$ cat src/rtl/rca_seq_ctrl_if.sv
// Operand/result bundle for rca_seq_ctrl.
// The master drives the request side; the slave returns status and result.
interface rca_seq_ctrl_if #(
  parameter int NIBBLES = 4
);
  localparam int W = 4 * NIBBLES;

  logic         start;
  logic [W-1:0] a;
  logic [W-1:0] b;
  logic         cin;
  logic         op;
  logic         busy;
  logic         done;
  logic [W-1:0] sum;
  logic         cout;

  modport master (
    output start, a, b, cin, op,
    input  busy, done, sum, cout
  );

  modport slave (
    input  start, a, b, cin, op,
    output busy, done, sum, cout
  );
endinterface

$ cat src/rtl/rca_seq_ctrl.sv
// Sequential adder that reuses one 4-bit ripple-carry slice across NIBBLES passes.
// Optional subtraction is enabled by defining RCA_SEQ_CTRL_SUB_EN.
module rca_seq_ctrl #(
  parameter int NIBBLES = 4
) (
  input logic          clk,
  input logic          rst,
  rca_seq_ctrl_if.slave bus
);
  localparam int W     = 4 * NIBBLES;
  localparam int IDX_W = (NIBBLES > 1) ? $clog2(NIBBLES) : 1;
  localparam logic [IDX_W-1:0] LAST_IDX = IDX_W'(NIBBLES - 1);

  localparam logic [1:0] S_IDLE = 2'd0;
  localparam logic [1:0] S_RUN  = 2'd1;
  localparam logic [1:0] S_DONE = 2'd2;

  logic [1:0]       state_q, state_d;
  logic [IDX_W-1:0] idx_q, idx_d;
  logic [W-1:0]     a_q, a_d;
  logic [W-1:0]     b_q, b_d;
  logic [W-1:0]     work_q, work_d;
  logic [W-1:0]     sum_q, sum_d;
  logic             carry_q, carry_d;
  logic             cout_q, cout_d;
  logic             sub_q, sub_d;

  logic             start_sub;
  logic             start_carry;
  logic [3:0]       slice_a;
  logic [3:0]       slice_b;
  logic [3:0]       slice_s;
  logic [4:0]       slice_c;

`ifdef RCA_SEQ_CTRL_SUB_EN
  // Subtraction is a + ~b + 1, so the incoming carry is forced high and cin is ignored.
  assign start_sub   = bus.op;
  assign start_carry = bus.op ? 1'b1 : bus.cin;
`else
  logic unused_op;
  assign unused_op   = bus.op;
  assign start_sub   = 1'b0;
  assign start_carry = bus.cin;
`endif

  assign slice_a    = a_q[{idx_q, 2'b00} +: 4];
  assign slice_b    = b_q[{idx_q, 2'b00} +: 4] ^ {4{sub_q}};
  assign slice_c[0] = carry_q;

  for (genvar i = 0; i < 4; i++) begin : g_fa
    assign slice_s[i]   = slice_a[i] ^ slice_b[i] ^ slice_c[i];
    assign slice_c[i+1] = (slice_a[i] & slice_b[i]) | (slice_c[i] & (slice_a[i] ^ slice_b[i]));
  end

  always_comb begin
    state_d = state_q;
    idx_d   = idx_q;
    a_d     = a_q;
    b_d     = b_q;
    work_d  = work_q;
    sum_d   = sum_q;
    carry_d = carry_q;
    cout_d  = cout_q;
    sub_d   = sub_q;

    case (state_q)
      S_IDLE: begin
        if (bus.start) begin
          a_d     = bus.a;
          b_d     = bus.b;
          sub_d   = start_sub;
          carry_d = start_carry;
          idx_d   = '0;
          state_d = S_RUN;
        end
      end
      S_RUN: begin
        work_d[{idx_q, 2'b00} +: 4] = slice_s;
        carry_d = slice_c[4];
        if (idx_q == LAST_IDX) begin
          // Result registers only change here, so they hold the old result during RUN.
          sum_d   = work_d;
          cout_d  = slice_c[4];
          idx_d   = '0;
          state_d = S_DONE;
        end else begin
          idx_d = idx_q + 1'b1;
        end
      end
      S_DONE: begin
        state_d = S_IDLE;
      end
      default: begin
        state_d = S_IDLE;
      end
    endcase
  end

  always_ff @(posedge clk or posedge rst) begin
    if (rst) begin
      state_q <= S_IDLE;
      idx_q   <= '0;
      a_q     <= '0;
      b_q     <= '0;
      work_q  <= '0;
      sum_q   <= '0;
      carry_q <= 1'b0;
      cout_q  <= 1'b0;
      sub_q   <= 1'b0;
    end else begin
      state_q <= state_d;
      idx_q   <= idx_d;
      a_q     <= a_d;
      b_q     <= b_d;
      work_q  <= work_d;
      sum_q   <= sum_d;
      carry_q <= carry_d;
      cout_q  <= cout_d;
      sub_q   <= sub_d;
    end
  end

  assign bus.busy = (state_q != S_IDLE);
  assign bus.done = (state_q == S_DONE);
  assign bus.sum  = sum_q;
  assign bus.cout = cout_q;
endmodule

$ cat src/flat_wrapper.sv
// flat-port wrapper written by rule: the top's interface ports become plain ports
module rca_seq_ctrl_flat 
#(
  parameter int NIBBLES = 4
)
  (clk, rst, bus_start, bus_a, bus_b, bus_cin, bus_op, bus_busy, bus_done, bus_sum, bus_cout);
  rca_seq_ctrl_if #(.NIBBLES(NIBBLES)) bus_i ();
  input logic clk;
  input logic rst;
  input wire logic [$bits(bus_i.start)-1:0] bus_start;
  input wire logic [$bits(bus_i.a)-1:0] bus_a;
  input wire logic [$bits(bus_i.b)-1:0] bus_b;
  input wire logic [$bits(bus_i.cin)-1:0] bus_cin;
  input wire logic [$bits(bus_i.op)-1:0] bus_op;
  output wire logic [$bits(bus_i.busy)-1:0] bus_busy;
  output wire logic [$bits(bus_i.done)-1:0] bus_done;
  output wire logic [$bits(bus_i.sum)-1:0] bus_sum;
  output wire logic [$bits(bus_i.cout)-1:0] bus_cout;
  assign bus_i.start = bus_start;
  assign bus_i.a = bus_a;
  assign bus_i.b = bus_b;
  assign bus_i.cin = bus_cin;
  assign bus_i.op = bus_op;
  assign bus_busy = bus_i.busy;
  assign bus_done = bus_i.done;
  assign bus_sum = bus_i.sum;
  assign bus_cout = bus_i.cout;
  rca_seq_ctrl #(.NIBBLES(NIBBLES)) u_core (.clk(clk), .rst(rst), .bus(bus_i));
endmodule
$ cat config.mk
export PLATFORM = sky130hd
export DESIGN_NAME = rca_seq_ctrl_flat
export DESIGN_NICKNAME = d
export VERILOG_FILES = /design/src/rtl/rca_seq_ctrl_if.sv /design/src/rtl/rca_seq_ctrl.sv /design/src/flat_wrapper.sv
export SDC_FILE = /design/constraint.sdc
export NUM_CORES = 1
export LEC_CHECK = 0
export ABC_AREA = 0
export ABC_CLOCK_PERIOD_IN_PS = 4140
export CAP_MARGIN = 20
export CORE_MARGIN = 8
export CORE_UTILIZATION = 40
export DETAILED_ROUTE_END_ITERATION = 7
export SLEW_MARGIN = 20
export SYNTH_ARGS = -nofsm -noshare
export SYNTH_HDL_FRONTEND = slang
export SYNTH_SLANG_ARGS = --single-unit
export TNS_END_PERCENT = 50
$ cat constraint.sdc
create_clock -name clk -period 4.14 [get_ports clk]
set_input_delay 0.828 -clock clk [delete_from_list [all_inputs] [get_ports clk]]
set_output_delay 0.828 -clock clk [all_outputs]
set_load 0.01 [all_outputs]
==> results of run 1 <==
area by class of cell:
cell class                 instances  area share, %
sequential                        70           42.8
multi-input combinational        154           33.5
timing repair buffer              61           14.8
clock buffer                      11           3.46
tap                              105           3.21
clock inverter                     4           1.16
inverter                          11           1.01
registers in the layout, indices dropped and copies added (netlist names):
name and cells:
u_core.carry_q 1, u_core.state_q 2, u_core.bus.cout 1, u_core.a_q 16, u_core.b_q 16, u_core.idx_q 2
u_core.work_q 16, u_core.bus.sum 16
cell usage in the layout, fill, tap and decap left out, types with 10 or more instances in the layout:
| cell type | n |
|---|---|
| nand2b_1 | 17 |
| nor2_1 | 18 |
| clkdlybuf4s50_1 | 54 |
| a21oi_1 | 16 |
| mux2_2 | 32 |
| inv_1 | 10 |
| clkbuf_8 | 10 |
| nor2b_1 | 10 |
| dfrtp_1 | 70 |
cells by family after synthesis:
family / Yosys count / synth area share [%]
and+or+nand+nor: 58 / 10.2
muxes: 41 / 16.8
buffers and inverters: 29 / 5.11
AOI/OAI and AO/OA: 45 / 9.70
adders and majority gates: 10 / 4.73
DFF: 70 / 53.4
stage by stage:
step | cell area, sq um | hold WS [ps]
after floorplan | 3280 | 453
after global placement | 3890 | 465
after detailed placement | 3890 | 473
after CTS | 4080 | 489
after global routing | 4090 | 505
final | 4090 | 486
power groups by stage:
stage | Combinational [mW] | Clock, mW | Sequential, mW
after global placement | 1.92 | 0 | 1.21
final | 1.91 | 0.538 | 1.20
after floorplan | 1.30 | 0 | 1.20
after CTS | 1.96 | 0.552 | 1.21
after global routing | 2.13 | 0.581 | 1.25
after detailed placement | 1.96 | 0 | 1.23
routing by layer:
layer | wire length (microns) | up-vias
li1 | - | 996
met2 | 3090 | 60
met3 | 374 | 10
met5 | 0 | -
met1 | 2920 | 1057
met4 | 119 | 0
final timing paths:
path,from,end,slack [ps],cells past startpoint
setup / recovery,u_core.idx_q[0]$_DFFE_PP0P_,u_core.bus.sum[3]$_DFFE_PP0P_,980,11
min in group asynchronous,rst,u_core.bus.sum[8]$_DFFE_PP0P_,990,2
hold reg to reg,u_core.work_q[1]$_DFFE_PP0P_,u_core.work_q[1]$_DFFE_PP0P_,490,1
hold / removal,u_core.work_q[1]$_DFFE_PP0P_,u_core.work_q[1]$_DFFE_PP0P_,490,1
max in group asynchronous,rst,u_core.a_q[5]$_DFFE_PP0P_,2500,3
setup reg to reg,u_core.idx_q[0]$_DFFE_PP0P_,u_core.bus.sum[3]$_DFFE_PP0P_,980,11
==> key figures, run 1 <==
Outcome
  • Status: complete, no violations

Power and ir drop
  • Gate power share: 52.4%
  • Worst VDD drop: 424 uV
  • Total power: ~3.7 mW
  • Share of total power in sequential cells: around a third
  • Clk network pwr share: 14.7%
  • Pint: 2.27 mW
  • Power per Cell Area: around 890 nW/um^2
  • Switching power: roughly 1.4 mW
  • Leakage: 1.71 nW
  • Switching Share: 38.0%

Worst setup path
  • Worst EP required: ~4400 ps
  • Master of the slowest instance on the critical path: fa_1
  • Crit path buf inv count: 4
  • Worst Path Max Fanout: 8
  • Critical setup path kind: flip-flop to flip-flop
  • Crit-path cells: mux4_2 -> inv_1 -> fa_1 -> inv_1 -> fa_1 -> inv_1 -> fa_1 -> inv_1 -> fa_1 -> a21oi_1 -> a21oi_1
  • Startpoint type of the worst setup path: flip-flop
  • Crit path DAT: 3430 ps
  • Slowest stage delay, CP: 710 ps
  • Top Family by Delay on Critical Path: adder cells
  • Crit. End Element: flip-flop

Final layout
  • Register area: 1750 sq um
  • # nets final: 354
  • Area growth from synthesis to layout: 24.8%
  • Fillers: slightly below 800
  • Final Util: 50.5%
  • Antenna diodes: 0
  • Post-route insts no fill: 416
  • Multi-input gate area: between 1000 and 1500 sq um
  • Share of cells above drive strength 1: 21.5%

Clocking
  • CTS buffer count: 9
  • CTS Buffer Depth: 2
  • CTS root buf: clkbuf_8
  • Clock H-tree levels: 3
  • Post-cts resize count: 0
  • Clock latency on the worst-skew pair: 340 ps
  • Postcts setup bufs: 0
  • CTS sink cnt: 70
  • Clk slew on worst S/H paths: around 80 ps
  • Hold buffers post-CTS: 0
  • CTS tree: yes

STA
  • Final setup TNS: 0 ps
  • Max-slew violations: 0
  • Minimum clock period: 3160 ps
  • Max Freq: 0.316 GHz
  • Final setup margin: 977 ps
  • Slew @ Worst Pin: 853 ps
  • Slew HR: 43.1%
  • Final setup fails: 0
  • Final-report hold violation count: 0
  • RSZ-0062 raised after global routing: no
  • Worst Skew: 11.6 ps
  • Fin crit share: 76.4%

Floorplan
  • Chip width: 107 microns
  • Die area: 11300 sq um
  • Core Rows: 33
  • Die span in y: between 100 and 150 microns
  • Initial Utilization: 40.5%
  • I/O pin count: 56
  • Core Area: 8090 sq um

Logic synthesis
  • Most frequent cell after synthesis: dfrtp_1
  • Synth area leaders: dfrtp_1 (53%), mux2_2 (11%), mux4_2 (5.5%), nand2b_1 (3.2%), a21oi_1 (2.4%)
  • Seq/Total Area, Yosys: between 50 and 60%
  • Synthesized area: 3280 sq um
  • Yosys reg bits: 70
  • Syn Area/Cell: roughly 13 sq um
  • Syn_nets: 300
  • Synth area leader: dfrtp_1
  • Post-synth EDFFs: 0
  • Post-synth ARST share: 100%
  • Synth unique cells: 29
  • Cells after Synth: 253
  • Post-synth top area share: a little over half
  • Yosys warnings: 0
  • Synth Flop Type: dfrtp_1
  • Commonest cells in the netlist: dfrtp_1 (70), mux2_2 (32), nor2_1 (18)

Drt
  • Residual DRC: 0
  • Post-DR wirelength/cell: approximately 16 microns
  • Vias: 2123
  • First-iteration detailed-routing DRC count: 79
  • Vias per inst: 5.10
  • Antenna Violating Nets Remaining: 0
  • Pre-Repair DR Iteration Count: 4
  • Final wirelength: 6.50 mm

Worst hold path
  • Worst hold path type: flip-flop to flip-flop

Placement
  • Count of input and output buffers: 54
  • Placed wire-length estimate: 4.65 mm
  • DP Worst Slack: between 900 and 1000 ps
  • Routability Congestion: 0.696
  • Post-Place Cells: 401

Global routing
  • Global routing usage on met2: 19.2%
  • Largest net degree at the start of global routing: 41
  • Met1 usage: 16.3%
  • Global Route Usage Sum: 12.6%
  • Vias in the first global route: approximately 2300
  • GR met3 Demand/Resource: about 3.4%
  • GR peak layer: met2
  • Grt total ovfl: 0
  • Initial antenna violation count: 0
  • First-pass GRT wire length: ~11 mm

Run
  • MaxCap Viol Count: 0
(Power assumes the default switching activity.)
==> inputs of run 2 (changes only) <==
- ABC_CLOCK_PERIOD_IN_PS: 4140 -> 3200
- clock period: 4.14 -> 3.2 ns (I/O delays scaled with it)
==> key figures, run 2 (synthesis gave the netlist of run 1 again) <==
Worst hold path
  • Worst hold path type: flip-flop to flip-flop (unchanged)
  • Hold_sp: u_core.work_q[3]$_DFFE_PP0P_ (was u_core.work_q[1]$_DFFE_PP0P_)

Power and ir drop
  • Total power: 4.86 mW (was 3.66 mW)
  • Power per Cell Area: 1180 nW/um^2 (was 894 nW/um^2)
  • Worst VDD drop: 657 uV (was 424 uV)
  • Leakage: 1.75 nW (was 1.71 nW)

Run
  • MaxCap Viol Count: 0 (unchanged)

Floorplan
  • Die area: 11300 sq um (unchanged)
  • Chip width: 107 microns (unchanged)
  • Die span in y: 107 microns (unchanged)
  • Initial Utilization: 40.5% (unchanged)
  • I/O pin count: 56 (unchanged)
  • Core Rows: 33 (unchanged)
  • Core Area: 8090 sq um (unchanged)

Worst setup path
  • Most used cell, CP: inv_1
  • R2R Path Start: u_core.idx_q[0]$_DFFE_PP0P_ (unchanged)
  • Startpoint type of the worst setup path: flip-flop (unchanged)
  • Crit-path cells: mux4_2 -> inv_1 -> fa_1 -> inv_1 -> fa_1 -> inv_1 -> fa_1 -> inv_1 -> fa_2 -> a21oi_1 -> a21oi_1 (was mux4_2 -> inv_1 -> fa_1 -> inv_1 -> fa_1 -> inv_1 -> fa_1 -> inv_1 -> fa_1 -> a21oi_1 -> a21oi_1)
  • Worst EP required: 3470 ps (was 4400 ps)
  • Slowest stage delay, CP: 650 ps (was 710 ps)
  • Top Family by Delay on Critical Path: adder cells (unchanged)
  • Crit. End Element: flip-flop (unchanged)
  • Worst Path Max Fanout: 8 (unchanged)
  • Crit path buf inv count: 4 (unchanged)
  • Critical setup path kind: flip-flop to flip-flop (unchanged)
  • CP startpoint: u_core.idx_q[0]$_DFFE_PP0P_ (unchanged)
  • Crit path DAT: 3240 ps (was 3430 ps)
  • Master of the slowest instance on the critical path: fa_2 (was fa_1)

Final layout
  • Antenna diodes: 0 (unchanged)
  • Most frequent cells in the layout: dfrtp_1 (70), clkdlybuf4s50_1 (54), mux2_2 (32) (unchanged)
  • Final Util: 51.1% (was 50.5%)
  • # nets final: 359 (was 354)
  • Fillers: 762 (was 778)
  • Commonest non-fill, non-tap cell in the layout: dfrtp_1 (unchanged)
  • Post-route cell area: 4140 sq um (was 4090 sq um)
  • Share of cells above drive strength 1: 23.3% (was 21.5%)
  • Area growth from synthesis to layout: 26.1% (was 24.8%)
  • Post-route insts no fill: 422 (was 416)

STA
  • Fin crit share: 92.9% (was 76.4%)
  • Final-report hold violation count: 0 (unchanged)
  • Final setup margin: 227 ps (was 977 ps)
  • Minimum clock period: 2970 ps (was 3160 ps)
  • Final setup fails: 0 (unchanged)
  • Max Freq: 0.336 GHz (was 0.316 GHz)
  • Final setup TNS: 0 ps (unchanged)
  • Slew @ Worst Pin: 593 ps (was 853 ps)
  • Slew HR: 60.5% (was 43.1%)
  • Tightest hold margin: 486 ps (about the same)
  • RSZ-0062 raised after global routing: no (unchanged)
  • Worst Skew: 10.3 ps (was 11.6 ps)
  • Max-slew violations: 0 (unchanged)

Clocking
  • Clk slew on worst S/H paths: 70 ps (was 80 ps)
  • CTS Buffer Depth: 2 (unchanged)
  • CTS sink cnt: 70 (unchanged)
  • CTS buffer count: 9 (unchanged)
  • CTS root buf: clkbuf_8 (unchanged)
  • Clock H-tree levels: 3 (unchanged)
  • Clock latency on the worst-skew pair: 340 ps (about the same)
  • CTS tree: yes (unchanged)

Drt
  • Final wirelength: 6.61 mm (was 6.50 mm)
  • Residual DRC: 0 (unchanged)
  • Pre-Repair DR Iteration Count: 4 (unchanged)
  • Antenna Violating Nets Remaining: 0 (unchanged)
  • Post-DR wirelength/cell: 15.7 microns (was 15.6 microns)
  • Vias per inst: 5.07 (was 5.10)
  • Vias: 2140 (was 2123)
  • First-iteration detailed-routing DRC count: 59 (was 79)

Outcome
  • Status: complete, no violations (unchanged)

Placement
  • Placed wire-length estimate: 4.81 mm (was 4.65 mm)
  • Routability Congestion: 0.728 (was 0.696)
  • Post-Place Cells: 406 (was 401)
  • Dpl cell area: 3920 sq um (was 3890 sq um)
  • DP Worst Slack: 122 ps (was 936 ps)
  • Count of input and output buffers: 54 (unchanged)

Global routing
  • Global Route Usage Sum: 12.9% (was 12.6%)
  • Initial antenna violation count: 0 (unchanged)
  • Grt total ovfl: 0 (unchanged)
  • Largest net degree at the start of global routing: 38 (was 41)
  • Vias in the first global route: 2365 (was 2323)
  • First-pass GRT wire length: 11.4 mm (about the same)
[run 2: worst paths after layout]
| kind | to | slack [ps] | depth (start not counted) |
|---|---|---|---|
| worst max-delay path | u_core.bus.sum[7]$_DFFE_PP0P_ | 230 | 11 |
| worst min-delay path | u_core.work_q[3]$_DFFE_PP0P_ | 490 | 1 |
| worst max register to register | u_core.bus.sum[7]$_DFFE_PP0P_ | 230 | 11 |
| worst min register to register | u_core.work_q[3]$_DFFE_PP0P_ | 490 | 1 |
| max in group asynchronous | u_core.work_q[5]$_DFFE_PP0P_ | 1770 | 3 |
| min in group asynchronous | u_core.b_q[3]$_DFFE_PP0P_ | 690 | 2 |
[run 2: layout make-up]
type | count | area [sq um] | area share [%]
Clock inverter | 7 | 88.8 | 2.15
Timing Repair Buffer | 66 | 631 | 15.2
Clock buffer | 9 | 124 | 3.00
Tap cell | 105 | 131 | 3.18
Inverter | 11 | 41.3 | 0.998
Multi-Input combinational cell | 154 | 1370 | 33.1
Sequential cell | 70 | 1750 | 42.4
[run 2: worst reg2reg max path, cell delays in order, from the launching register on]
cell and delay, ps:
dfrtp_1 520, mux4_2 570, inv_1 80, fa_1 150
inv_1 50, fa_1 350, inv_1 80, fa_1 160
inv_1 50, fa_2 660, a21oi_1 100, a21oi_1 150
[run 2: layer usage]
layer | vias up | global-route usage [%] | wire, microns
li1 | 1014 | - | -
met1 | 1066 | 15.8 | 3040
met2 | 52 | 20.0 | 3070
met3 | 8 | 5.32 | 426
met4 | 0 | 4.22 | 75
met5 | - | 0 | 0
[run 2: what timing repair did]
| item | 4_1_cts | 5_1_grt |
|---|---|---|
| buffers inserted | 0 | 0 |
| gates resized for setup | 0 | 1 |
| hold buffers | 0 | 0 |
| setup endpoints to repair | 0 | 4 |
[run 2: power breakdown]
group / internal [mW] / total, mW / switching (mW)
Sequential: 1.31 / 1.56 / 0.241
Combinational: 1.29 / 2.55 / 1.26
Clock: 0.434 / 0.761 / 0.327
==> inputs of run 3 (changes only) <==
- ABC_CLOCK_PERIOD_IN_PS: 3200 -> 3670
- clock period: 3.2 -> 3.67 ns (I/O delays scaled with it)
==> key figures, run 3 (synthesis gave the netlist of run 1 again) <==
Drt
  • Final wirelength: 6.60 mm (was 6.61 mm)
  • Vias per inst: 5.06 (was 5.07)
  • Post-DR wirelength/cell: 15.8 microns (was 15.7 microns)
  • Antenna Violating Nets Remaining: 0 (unchanged)
  • First-iteration detailed-routing DRC count: 118 (was 59)
  • Residual DRC: 0 (unchanged)
  • Pre-Repair DR Iteration Count: 4 (unchanged)
  • Vias: 2114 (was 2140)

Floorplan
  • Initial Utilization: 40.5% (unchanged)
  • Die area: 11300 sq um (unchanged)
  • Core Area: 8090 sq um (unchanged)
  • Chip width: 107 microns (unchanged)
  • Core Rows: 33 (unchanged)
  • I/O pin count: 56 (unchanged)
  • Die span in y: 107 microns (unchanged)

Worst hold path
  • Worst hold path type: flip-flop to flip-flop (unchanged)
  • Hold depth: 1 (unchanged)
  • WHS Endpoint: u_core.work_q[3]$_DFFE_PP0P_ (unchanged)
  • Hold_sp: u_core.work_q[3]$_DFFE_PP0P_ (unchanged)

Worst setup path
  • Slowest stage delay, CP: 720 ps (was 650 ps)
  • Crit path buf inv count: 4 (unchanged)
  • R2r worst-path depth: 11 (unchanged)
  • R2R Path End: u_core.bus.sum[11]$_DFFE_PP0P_ (was u_core.bus.sum[7]$_DFFE_PP0P_)
  • Worst EP required: 3950 ps (was 3470 ps)
  • Master of the slowest instance on the critical path: fa_1 (was fa_2)
  • Top Family by Delay on Critical Path: adder cells (unchanged)
  • Crit. End Element: flip-flop (unchanged)
  • Startpoint type of the worst setup path: flip-flop (unchanged)
  • Critical setup path kind: flip-flop to flip-flop (unchanged)
  • Crit. path cell count: 11 (unchanged)
  • R2R Path Start: u_core.idx_q[0]$_DFFE_PP0P_ (unchanged)
  • Crit path DAT: 3420 ps (was 3240 ps)
  • Crit-path cells: mux4_2 -> inv_1 -> fa_1 -> inv_1 -> fa_1 -> inv_1 -> fa_1 -> inv_1 -> fa_1 -> a21oi_1 -> a21oi_1 (was mux4_2 -> inv_1 -> fa_1 -> inv_1 -> fa_1 -> inv_1 -> fa_1 -> inv_1 -> fa_2 -> a21oi_1 -> a21oi_1)
  • R2R setup slack: 530 ps (was 230 ps)
  • Worst Path Max Fanout: 8 (unchanged)

Final layout
  • # nets final: 355 (was 359)
  • Most frequent cells in the layout: dfrtp_1 (70), clkdlybuf4s50_1 (54), mux2_2 (32) (unchanged)
  • Antenna diodes: 0 (unchanged)
  • Commonest non-fill, non-tap cell in the layout: dfrtp_1 (unchanged)
  • Final Util: 51.0% (was 51.1%)
  • Fillers: 766 (was 762)
  • Post-route insts no fill: 418 (was 422)
  • Share of cells above drive strength 1: 22.0% (was 23.3%)
  • Area growth from synthesis to layout: 25.8% (was 26.1%)

Clocking
  • Postcts setup bufs: 0 (unchanged)
  • Clk slew on worst S/H paths: 80 ps (was 70 ps)
  • Clock H-tree levels: 3 (unchanged)
  • CTS root buf: clkbuf_8 (unchanged)
  • Post-cts resize count: 0 (unchanged)
  • CTS tree: yes (unchanged)
  • CTS Buffer Depth: 2 (unchanged)
  • Hold buffers post-CTS: 0 (unchanged)
  • CTS buffer count: 9 (unchanged)
  • CTS sink cnt: 70 (unchanged)
  • Clock latency on the worst-skew pair: 350 ps (was 340 ps)

STA
  • Final-report hold violation count: 0 (unchanged)
  • Slew @ Worst Pin: 571 ps (was 593 ps)
  • Max-slew violations: 0 (unchanged)
  • Worst Skew: 8.74 ps (was 10.3 ps)
  • Max Freq: 0.319 GHz (was 0.336 GHz)
  • Fin crit share: 85.5% (was 92.9%)
  • Minimum clock period: 3140 ps (was 2970 ps)
  • RSZ-0062 raised after global routing: no (unchanged)
  • Final setup TNS: 0 ps (unchanged)
  • Final setup fails: 0 (unchanged)
  • Slew HR: 61.9% (was 60.5%)

Outcome
  • Status: complete, no violations (unchanged)

Power and ir drop
  • Clk network pwr share: 16.3% (was 15.6%)
  • Leakage: 1.72 nW (was 1.75 nW)
  • Power per Cell Area: 1020 nW/um^2 (was 1180 nW/um^2)
  • Gate power share: 51.4% (was 52.4%)
  • Switching Share: 37.9% (was 37.6%)
  • Worst VDD drop: 522 uV (was 657 uV)
  • Switching power: 1.60 mW (was 1.83 mW)
  • Share of total power in sequential cells: 32.3% (was 32.0%)
  • Pint: 2.62 mW (was 3.04 mW)

Global routing
  • Grt total ovfl: 0 (unchanged)
  • First-pass GRT wire length: 11.3 mm (was 11.4 mm)
  • Largest net degree at the start of global routing: 56 (was 38)
  • Global Route Usage Sum: 12.7% (was 12.9%)
  • Vias in the first global route: 2340 (was 2365)
  • Initial antenna violation count: 0 (unchanged)

Run
  • MaxCap Viol Count: 0 (unchanged)

Placement
  • Count of input and output buffers: 54 (unchanged)
  • Placed wire-length estimate: 4.69 mm (was 4.81 mm)
  • Routability Congestion: 0.729 (was 0.728)
  • Post-Place Cells: 402 (was 406)
[run 3: stage by stage]
stage | area, sq um | power, mW | hold WS (ps) | setup WS [ps]
after global routing | 4120 | 4.53 | 496 | 327
after detailed placement | 3900 | 3.59 | 474 | 504
final | 4120 | 4.22 | 485 | 531
after global placement | 3900 | 3.55 | 467 | 548
after CTS | 4120 | 4.29 | 491 | 456
after floorplan | 3280 | 2.82 | 453 | 715
[run 3: power groups by stage]
stage / Clock [mW] / Combinational (mW) / Sequential [mW]
6_report: 0.689 / 2.17 / 1.36
3_3_place_gp: 0 / 2.18 / 1.37
2_1_floorplan: 0 / 1.46 / 1.35
3_5_place_dp: 0 / 2.20 / 1.39
4_1_cts: 0.710 / 2.21 / 1.37
5_1_grt: 0.746 / 2.36 / 1.42
[run 3: metal layers]
metal	up-vias	share of wire [%]	global-route usage [%]	wire (microns)
met5	-	0	0	0
met4	0	1.4	4.52	93
met3	10	7.7	5.38	506
met2	57	47	20.2	3130
met1	1040	43	15.0	2870
li1	1007	-	-	-
[run 3: how the worst max path moves through the flow]
| stage | from | end | slack [ps] |
|---|---|---|---|
| after floorplan | u_core.idx_q[0]$_DFFE_PP0P_ | u_core.bus.sum[11]$_DFFE_PP0P_ | 720 |
| final | u_core.idx_q[0]$_DFFE_PP0P_ | u_core.bus.sum[11]$_DFFE_PP0P_ | 530 |
| after global placement | u_core.idx_q[0]$_DFFE_PP0P_ | u_core.bus.sum[15]$_DFFE_PP0P_ | 550 |
| after global routing | u_core.idx_q[0]$_DFFE_PP0P_ | u_core.bus.sum[15]$_DFFE_PP0P_ | 330 |
| after detailed placement | u_core.idx_q[0]$_DFFE_PP0P_ | u_core.bus.sum[11]$_DFFE_PP0P_ | 500 |
| after CTS | u_core.idx_q[0]$_DFFE_PP0P_ | u_core.bus.sum[11]$_DFFE_PP0P_ | 460 |
[run 3: cell type report]
cell class,count,area [sq um],area share (%)
Tap cell,105,131,3.19
Timing Repair Buffer,62,613,14.9
Clock buffer,9,124,3.00
Inverter,11,41.3,1.00
Sequential cell,70,1750,42.5
Multi-Input combinational cell,154,1370,33.1
Clock inverter,7,97.6,2.37
